File: src/rtl/conv_pkg.sv
// Shared definitions for the convolution operand path: loop-nest defaults,
// counter/coordinate types and the address arithmetic used by both the
// streamer and the device-side model.
package conv_pkg;

    localparam int DEF_FEATURE_MAP_WIDTH  = 1024;
    localparam int DEF_FEATURE_MAP_HEIGHT = 1024;
    localparam int DEF_INPUT_NB_CHANNELS  = 64;
    localparam int DEF_OUTPUT_NB_CHANNELS = 64;
    localparam int DEF_KERNEL_SIZE        = 3;
    localparam int DEF_DATA_WIDTH         = 16;
    localparam int DEF_ACT_ADDR_WIDTH     = 26;
    localparam int DEF_WT_ADDR_WIDTH      = 16;

    // Offset that centres the kernel on the output pixel.
    localparam int KERNEL_HALF = DEF_KERNEL_SIZE / 2;

    localparam int NB_LOOPS  = 6;
    localparam int CNT_WIDTH = 32;

    // Loop positions, innermost first (k_h carries into k_v, and so on).
    localparam int L_KH   = 0;
    localparam int L_KV   = 1;
    localparam int L_COUT = 2;
    localparam int L_CIN  = 3;
    localparam int L_Y    = 4;
    localparam int L_X    = 5;

    typedef logic [CNT_WIDTH-1:0] cnt_t;
    typedef logic signed [CNT_WIDTH:0] coord_t;

    // Last value reached by the counter at loop position idx.
    function automatic cnt_t loop_last(input int idx, input int w, input int h,
                                       input int cin, input int cout, input int k);
        int n;
        case (idx)
            L_KH, L_KV: n = k;
            L_COUT:     n = cout;
            L_CIN:      n = cin;
            L_Y:        n = h;
            default:    n = w;
        endcase
        return cnt_t'(n - 1);
    endfunction

    // Input-map coordinate for an output position and kernel tap.
    function automatic coord_t in_coord(input cnt_t pos, input cnt_t tap, input int half);
        return $signed({1'b0, pos}) + $signed({1'b0, tap}) - coord_t'(half);
    endfunction

    // Linear activation address; callers keep the low bits they need.
    function automatic logic [63:0] act_addr_calc(input coord_t x_in, input coord_t y_in,
                                                  input cnt_t ch_in, input int w, input int cin);
        logic signed [63:0] v_lin;
        v_lin = 64'(y_in) * 64'(w) + 64'(x_in);
        return 64'(v_lin * 64'(cin)) + {32'd0, ch_in};
    endfunction

    // Linear weight address laid out as [ch_out][ch_in][k_v][k_h].
    function automatic logic [63:0] wt_addr_calc(input cnt_t ch_out, input cnt_t ch_in,
                                                 input cnt_t k_v, input cnt_t k_h,
                                                 input int cin, input int k);
        logic [63:0] v;
        v = {32'd0, ch_out} * 64'(cin) + {32'd0, ch_in};
        v = v * 64'(k) + {32'd0, k_v};
        v = v * 64'(k) + {32'd0, k_h};
        return v;
    endfunction

endpackage

File: src/rtl/conv_loop_nest.sv
// Six-deep counter nest (x, y, ch_in, ch_out, k_v, k_h). Each counter wraps
// at its last value and carries into the next outer one on advance.
module conv_loop_nest
    import conv_pkg::*;
#(
    parameter int FEATURE_MAP_WIDTH  = DEF_FEATURE_MAP_WIDTH,
    parameter int FEATURE_MAP_HEIGHT = DEF_FEATURE_MAP_HEIGHT,
    parameter int INPUT_NB_CHANNELS  = DEF_INPUT_NB_CHANNELS,
    parameter int OUTPUT_NB_CHANNELS = DEF_OUTPUT_NB_CHANNELS,
    parameter int KERNEL_SIZE        = DEF_KERNEL_SIZE
)(
    input  logic                               clk,
    input  logic                               srst,
    input  logic                               advance,
    input  logic                               clear,
    output logic [NB_LOOPS-1:0][CNT_WIDTH-1:0] cnt,
    output logic [NB_LOOPS-1:0]                last,
    output logic                               last_overall
);

    cnt_t              r_cnt [NB_LOOPS];
    logic [NB_LOOPS:0] w_carry;

    assign w_carry[0]   = advance;
    assign last_overall = &last;

    genvar gi;
    generate
        for (gi = 0; gi < NB_LOOPS; gi++) begin : g_cnt
            localparam cnt_t LAST_VAL = loop_last(gi, FEATURE_MAP_WIDTH, FEATURE_MAP_HEIGHT,
                                                  INPUT_NB_CHANNELS, OUTPUT_NB_CHANNELS,
                                                  KERNEL_SIZE);

            assign last[gi]        = (r_cnt[gi] == LAST_VAL);
            assign w_carry[gi + 1] = w_carry[gi] & last[gi];
            assign cnt[gi]         = r_cnt[gi];

            // Step when every inner counter is wrapping; wrap to zero at the end.
            always_ff @(posedge clk) begin
                if (srst || clear) begin
                    r_cnt[gi] <= '0;
                end else if (w_carry[gi]) begin
                    r_cnt[gi] <= last[gi] ? '0 : r_cnt[gi] + cnt_t'(1);
                end
            end
        end
    endgenerate

endmodule

File: src/rtl/operand_streamer.sv
// Host-side operand producer: walks the conv loop nest, reads activation and
// weight memories, and presents one (a, b) pair per MAC with zero padding at
// feature-map borders. Each op costs one READ cycle plus one or more PRESENT
// cycles, so the pair is always offered together and held until accepted.
module operand_streamer
    import conv_pkg::*;
#(
    parameter int FEATURE_MAP_WIDTH  = DEF_FEATURE_MAP_WIDTH,
    parameter int FEATURE_MAP_HEIGHT = DEF_FEATURE_MAP_HEIGHT,
    parameter int INPUT_NB_CHANNELS  = DEF_INPUT_NB_CHANNELS,
    parameter int OUTPUT_NB_CHANNELS = DEF_OUTPUT_NB_CHANNELS,
    parameter int KERNEL_SIZE        = DEF_KERNEL_SIZE,
    parameter int DATA_WIDTH         = DEF_DATA_WIDTH,
    parameter int ACT_ADDR_WIDTH     = DEF_ACT_ADDR_WIDTH,
    parameter int WT_ADDR_WIDTH      = DEF_WT_ADDR_WIDTH
)(
    input  logic                      clk,
    input  logic                      rst_in,
    input  logic                      start,
    output logic                      running,
    output logic                      done,
    output logic                      act_re,
    output logic [ACT_ADDR_WIDTH-1:0] act_addr,
    input  logic [DATA_WIDTH-1:0]     act_rdata,
    output logic                      wt_re,
    output logic [WT_ADDR_WIDTH-1:0]  wt_addr,
    input  logic [DATA_WIDTH-1:0]     wt_rdata,
    output logic [DATA_WIDTH-1:0]     a_input,
    output logic                      a_valid,
    input  logic                      a_ready,
    output logic [DATA_WIDTH-1:0]     b_input,
    output logic                      b_valid,
    input  logic                      b_ready
);

    localparam int K_HALF = KERNEL_SIZE / 2;

    typedef enum logic [1:0] {
        S_IDLE,
        S_READ,
        S_PRESENT,
        S_DONE
    } state_t;

    state_t r_state;
    state_t w_state_next;
    logic   r_pad_q;

    logic [NB_LOOPS-1:0][CNT_WIDTH-1:0] w_cnt;
    logic [NB_LOOPS-1:0]                w_last;
    logic                               w_last_overall;
    logic                               w_advance;
    logic                               w_clear;
    logic                               w_pad;
    coord_t                             w_x_in;
    coord_t                             w_y_in;
    logic [63:0]                        w_act_addr_full;
    logic [63:0]                        w_wt_addr_full;
    logic                               w_unused_bits;

    conv_loop_nest #(
        .FEATURE_MAP_WIDTH  (FEATURE_MAP_WIDTH),
        .FEATURE_MAP_HEIGHT (FEATURE_MAP_HEIGHT),
        .INPUT_NB_CHANNELS  (INPUT_NB_CHANNELS),
        .OUTPUT_NB_CHANNELS (OUTPUT_NB_CHANNELS),
        .KERNEL_SIZE        (KERNEL_SIZE)
    ) u_nest (
        .clk          (clk),
        .srst         (rst_in),
        .advance      (w_advance),
        .clear        (w_clear),
        .cnt          (w_cnt),
        .last         (w_last),
        .last_overall (w_last_overall)
    );

    // Input-map coordinates of the current tap; outside the map means padding.
    assign w_x_in = in_coord(w_cnt[L_X], w_cnt[L_KH], K_HALF);
    assign w_y_in = in_coord(w_cnt[L_Y], w_cnt[L_KV], K_HALF);
    assign w_pad  = w_x_in[CNT_WIDTH] || (w_x_in >= coord_t'(FEATURE_MAP_WIDTH)) ||
                    w_y_in[CNT_WIDTH] || (w_y_in >= coord_t'(FEATURE_MAP_HEIGHT));

    assign w_act_addr_full = act_addr_calc(w_x_in, w_y_in, w_cnt[L_CIN],
                                           FEATURE_MAP_WIDTH, INPUT_NB_CHANNELS);
    assign w_wt_addr_full  = wt_addr_calc(w_cnt[L_COUT], w_cnt[L_CIN], w_cnt[L_KV],
                                          w_cnt[L_KH], INPUT_NB_CHANNELS, KERNEL_SIZE);

    // Upper address bits are dropped by design; per-loop last flags are not needed here.
    assign w_unused_bits = ^{w_act_addr_full[63:ACT_ADDR_WIDTH],
                             w_wt_addr_full[63:WT_ADDR_WIDTH], w_last};

    // State register.
    always_ff @(posedge clk) begin
        if (rst_in) begin
            r_state <= S_IDLE;
        end else begin
            r_state <= w_state_next;
        end
    end

    // Remember whether the op being read is padded, so PRESENT can force zero.
    always_ff @(posedge clk) begin
        if (rst_in) begin
            r_pad_q <= 1'b0;
        end else if (r_state == S_READ) begin
            r_pad_q <= w_pad;
        end
    end

    // Next-state, counter control and all port outputs.
    always_comb begin
        w_state_next = r_state;
        w_advance    = 1'b0;
        w_clear      = 1'b0;
        running      = 1'b0;
        done         = 1'b0;
        act_re       = 1'b0;
        act_addr     = '0;
        wt_re        = 1'b0;
        wt_addr      = '0;
        a_input      = '0;
        a_valid      = 1'b0;
        b_input      = '0;
        b_valid      = 1'b0;

        case (r_state)
            S_IDLE: begin
                if (start) begin
                    w_state_next = S_READ;
                end
            end
            S_READ: begin
                running      = 1'b1;
                wt_re        = 1'b1;
                wt_addr      = w_wt_addr_full[WT_ADDR_WIDTH-1:0];
                act_re       = !w_pad;
                if (!w_pad) begin
                    act_addr = w_act_addr_full[ACT_ADDR_WIDTH-1:0];
                end
                w_state_next = S_PRESENT;
            end
            S_PRESENT: begin
                running = 1'b1;
                a_valid = 1'b1;
                b_valid = 1'b1;
                a_input = r_pad_q ? '0 : act_rdata;
                b_input = wt_rdata;
                if (a_ready && b_ready) begin
                    if (w_last_overall) begin
                        w_state_next = S_DONE;
                    end else begin
                        w_advance    = 1'b1;
                        w_state_next = S_READ;
                    end
                end
            end
            S_DONE: begin
                running      = 1'b1;
                done         = 1'b1;
                w_clear      = 1'b1;
                w_state_next = S_IDLE;
            end
            default: begin
                w_state_next = S_IDLE;
            end
        endcase
    end

endmodule
File: config.mk
export PLATFORM = sky130hd
export DESIGN_NAME = operand_streamer
export DESIGN_NICKNAME = d
export VERILOG_FILES = /design/src/rtl/conv_pkg.sv /design/src/rtl/conv_loop_nest.sv /design/src/rtl/operand_streamer.sv
export SDC_FILE = /design/constraint.sdc
export NUM_CORES = 1
export LEC_CHECK = 0
export CAP_MARGIN = 40
export CORE_ASPECT_RATIO = 0.8
export CORE_MARGIN = 10
export CORE_UTILIZATION = 60
export DETAILED_ROUTE_END_ITERATION = 8
export PLACE_DENSITY = 0.8
export REMOVE_ABC_BUFFERS = 1
export SYNTH_ARGS = -nofsm -noshare
export SYNTH_HDL_FRONTEND = slang
export SYNTH_HIERARCHICAL = 1
export SYNTH_SLANG_ARGS = --single-unit
File: constraint.sdc
create_clock -name clk -period 10.1 [get_ports clk]
set_input_delay 2.525 -clock clk [delete_from_list [all_inputs] [get_ports clk]]
set_output_delay 2.525 -clock clk [all_outputs]
set_load 0.01 [all_outputs]
==> results.cfg <==
[timing]
slew_headroom = 0.4048
setup-tns-final_ns = 0
hold_viol = 0
worst_pin_slew_ns = 0.8854
fin_crit_ns = 9.538
setup_viol = 0
fin_crit_sh = 0.9443
slew_viol_final = 0
rsz0062_at_grt = no
fin_ws_ns = 0.5623
worst_clock_skew_ns = 0.01856
max_freq_mhz = 104.8

[placed_design]
gp_congestion = 0.9770
port_buffers = 116
pre_cts_slack_ns = 0.5251
post-dp-hpwl_mm = 42.60

[logic_synthesis]
synth_async_sr_flop_share = 0
synth_cells = 2332
ys_seq_elements = 195
synth_seq_area_share = 0.2911
synthTopCellsByArea = edfxtp_1 29%, ha_1 13%, xor2_1 6.6%
synth_top_area_cell = edfxtp_1
ys_warn_count = 6
netlist.area_leader.share = 0.2881
synth_flop_cell = edfxtp_1
synth_area_per_cell_um2 = 8.583
ys_types = 81
synth_enable_flop_cells = 192
synth_area_um2 = 20020

[clocking]
clock-sinks = 195
cts_hold_buf = 0
clk_path_buf_depth = 2
cts.clk_slew.worst_paths_ns = 0.08
root_buffer = clkbuf_16
clock_latency_ns = 0.48
post_cts_buffers = 0
cts_buffers = 17
cts_tree = done
htreeDepth = 4

[die]
floorplan.initialDensity = 0.6120
core_um2 = 32700
placement_rows = 59
die_area_um2 = 41110
io-pin-count = 117
fp.dieH_um = 183.4
die_w_um = 224.2

[worst_setup_path]
critPathKind = register to primary output
crit_required_ns = 7.58
crit_path_max_incr_delay_ns = 0.60
crit_slowest_cell = clkdlybuf4s50_1
startpoint_type = register
worstPathMaxFanout = 8
path_common_cell = inv_1
cp.arrival_ns = 7.01
worst_setup_path_end_kind = primary output

[drt]
drc = 0
wl_mm = 54.51
antenna_left = 0
detail_route.vias_per_cell = 6.090
first_pass_iters = 6
drt-wirelength-per-cell_um = 18.96
vias = 17510
drt-initial-drc-count = 1959

[flow_run]
cap_violations = 0

[grt]
grt_pass1_vias = 16330
antenna_found_initial = 0
overflow = 0
grt_pass1_wl_mm = 86.27
grt_start_max_net_pins = 35
grt.total_usage = 0.2590

[power_and_ir_drop]
power_density_nw_per_um2 = 162.8
leakagePower_nw = 8.890
ir_drop_uv = 221.4

[layout]
n_antenna_cell = 0
area_growth_pct = 11.36
multi_input_area_um2 = 12710
nFillCells = 2673
fin_nets = 2709
drive_gt1_frac = 0.05596
regArea_um2 = 5826

[run_status]
outcome = completed

[hold_path]
hp-class = register to register
-- synthesized netlist by cell type, types with 5 or more instances --
cell / n
nand3_1: 95
o22ai_1: 8
or4_1: 10
clkbuf_1: 40
or3_1: 11
and2_1: 51
a31oi_1: 10
xor2_1: 151
a21o_1: 43
nor3_2: 41
nor3b_1: 12
buf_2: 5
nand4_1: 95
and4_1: 17
fa_1: 33
buf_6: 7
o21bai_1: 12
o211ai_1: 7
mux2i_1: 7
a211oi_1: 11
o21ai_0: 57
o21a_1: 7
and3_1: 33
xnor2_1: 116
nor3_1: 56
a31o_2: 6
inv_1: 331
edfxtp_1: 192
ha_1: 204
nor4_1: 55
nand2_1: 124
a21oi_1: 114
nor2_1: 248
nor4_2: 7
nor2b_1: 17
nand2b_1: 17
-- sequential cells by signal, indices dropped and copies added, names as in the netlist --
signal and flops:
u_nest/r_cnt 192, r_state 2, r_pad_q 1
-- cells in the final DEF (no fill, tap or decap), drive strengths merged, types with 4 or more instances in the layout --
cell and count:
o21bai 12, and2 51, nor3 97, clkbuf 18, a2111oi 5, and4 17
nor4 63, xnor2 116, fa 33, mux2i 7, nor3b 15, nand3 96
nor2b 17, a21o 43, a21oi 116, o22ai 8, nand4b 4, xor2 151
nand2 124, nand2b 17, clkdlybuf4s50 116, inv 338, o31ai 4, ha 204
edfxtp 192, or3 11, or2 4, nand4 96, o21ai 59, or4 11
o211ai 7, o2111ai 4, a211oi 11, and3 33, buf 23, nor2 248
o21a 8, a31o 6, a31oi 10
-- power breakdown --
group          switching (mW)  internal (mW)  total, mW
clock network           0.356          0.410      0.766
registers              0.0647          0.922      0.986
logic                    1.07          0.802       1.88
total                    1.49           2.13       3.63
-- kinds of logic after synthesis --
kind of cell,share of synthesized area
flip-flops,0.2911
buffers and inverters,0.07551
AO/OA/AOI/OAI,0.1023
AND/OR/NAND/NOR,0.2486
multiplexers,0.005188
XOR/XNOR,0.1168
adder cells (fa/ha/maj),0.1605
-- metrics by stage --
stage / power, mW / util / std cells / hold WS (ns) / instance area [um2]
2_1_floorplan: 2.337 / - / 2277 / 0.4500 / 19750
3_3_place_gp: 2.797 / 0.6601 / 2837 / 0.4736 / 21590
3_5_place_dp: 2.833 / 0.6613 / 2843 / 0.4978 / 21630
4_1_cts: 3.619 / 0.6812 / 2875 / 0.5077 / 22280
5_1_grt: 3.869 / 0.6816 / 2875 / 0.5416 / 22290
6_report: 3.629 / 0.6816 / 2875 / 0.5085 / 22290
-- worst max-delay path, delay by kind of cell (launching register included) --
| kind | cells | cell delay, ns |
|---|---|---|
| and+or+nand+nor | 2 | 0.47 |
| DFF | 1 | 0.51 |
| xor gates and xnor gates | 2 | 0.33 |
| adders and majority gates | 5 | 1.72 |
| AOI/OAI and AO/OA | 11 | 2.63 |
| buffers and inverters | 5 | 0.90 |
-- per-layer routing --
metal  GRT usage  share of wire  vias to the layer above
met2      0.4035           0.44                      797
met5           0              0                        -
met3     0.05198          0.096                       78
met1      0.3609           0.45                     8247
li1            -              -                     8388
met4     0.06734          0.020                        0
-- repair_timing --
item	in CTS	in global routing
resized for setup	1	2
pin swaps	0	0
cloned	0	0
endpoints found under the setup margin	1	1
endpoints found under the hold margin	0	0
-- worst paths after layout --
path                       startpoint            to  slack [ns]  cells after the start
setup reg to reg  u_nest/r_cnt[0][33]       r_pad_q        4.67                     19
setup / recovery   u_nest/r_cnt[0][1]  act_addr[25]        0.56                     25
hold / removal             r_state[0]    r_state[0]        0.51                      1
hold reg to reg            r_state[0]    r_state[0]        0.51                      1
-- final cells by class --
class	instances	area share
clock inverters	14	0.009431
inverters	331	0.05574
repair buffers	139	0.05956
multi-input cells	1751	0.5702
flip-flops and latches	195	0.2614
well taps	427	0.02397
clock buffers	18	0.01970
Note: power is estimated with default switching activity, not from simulation.
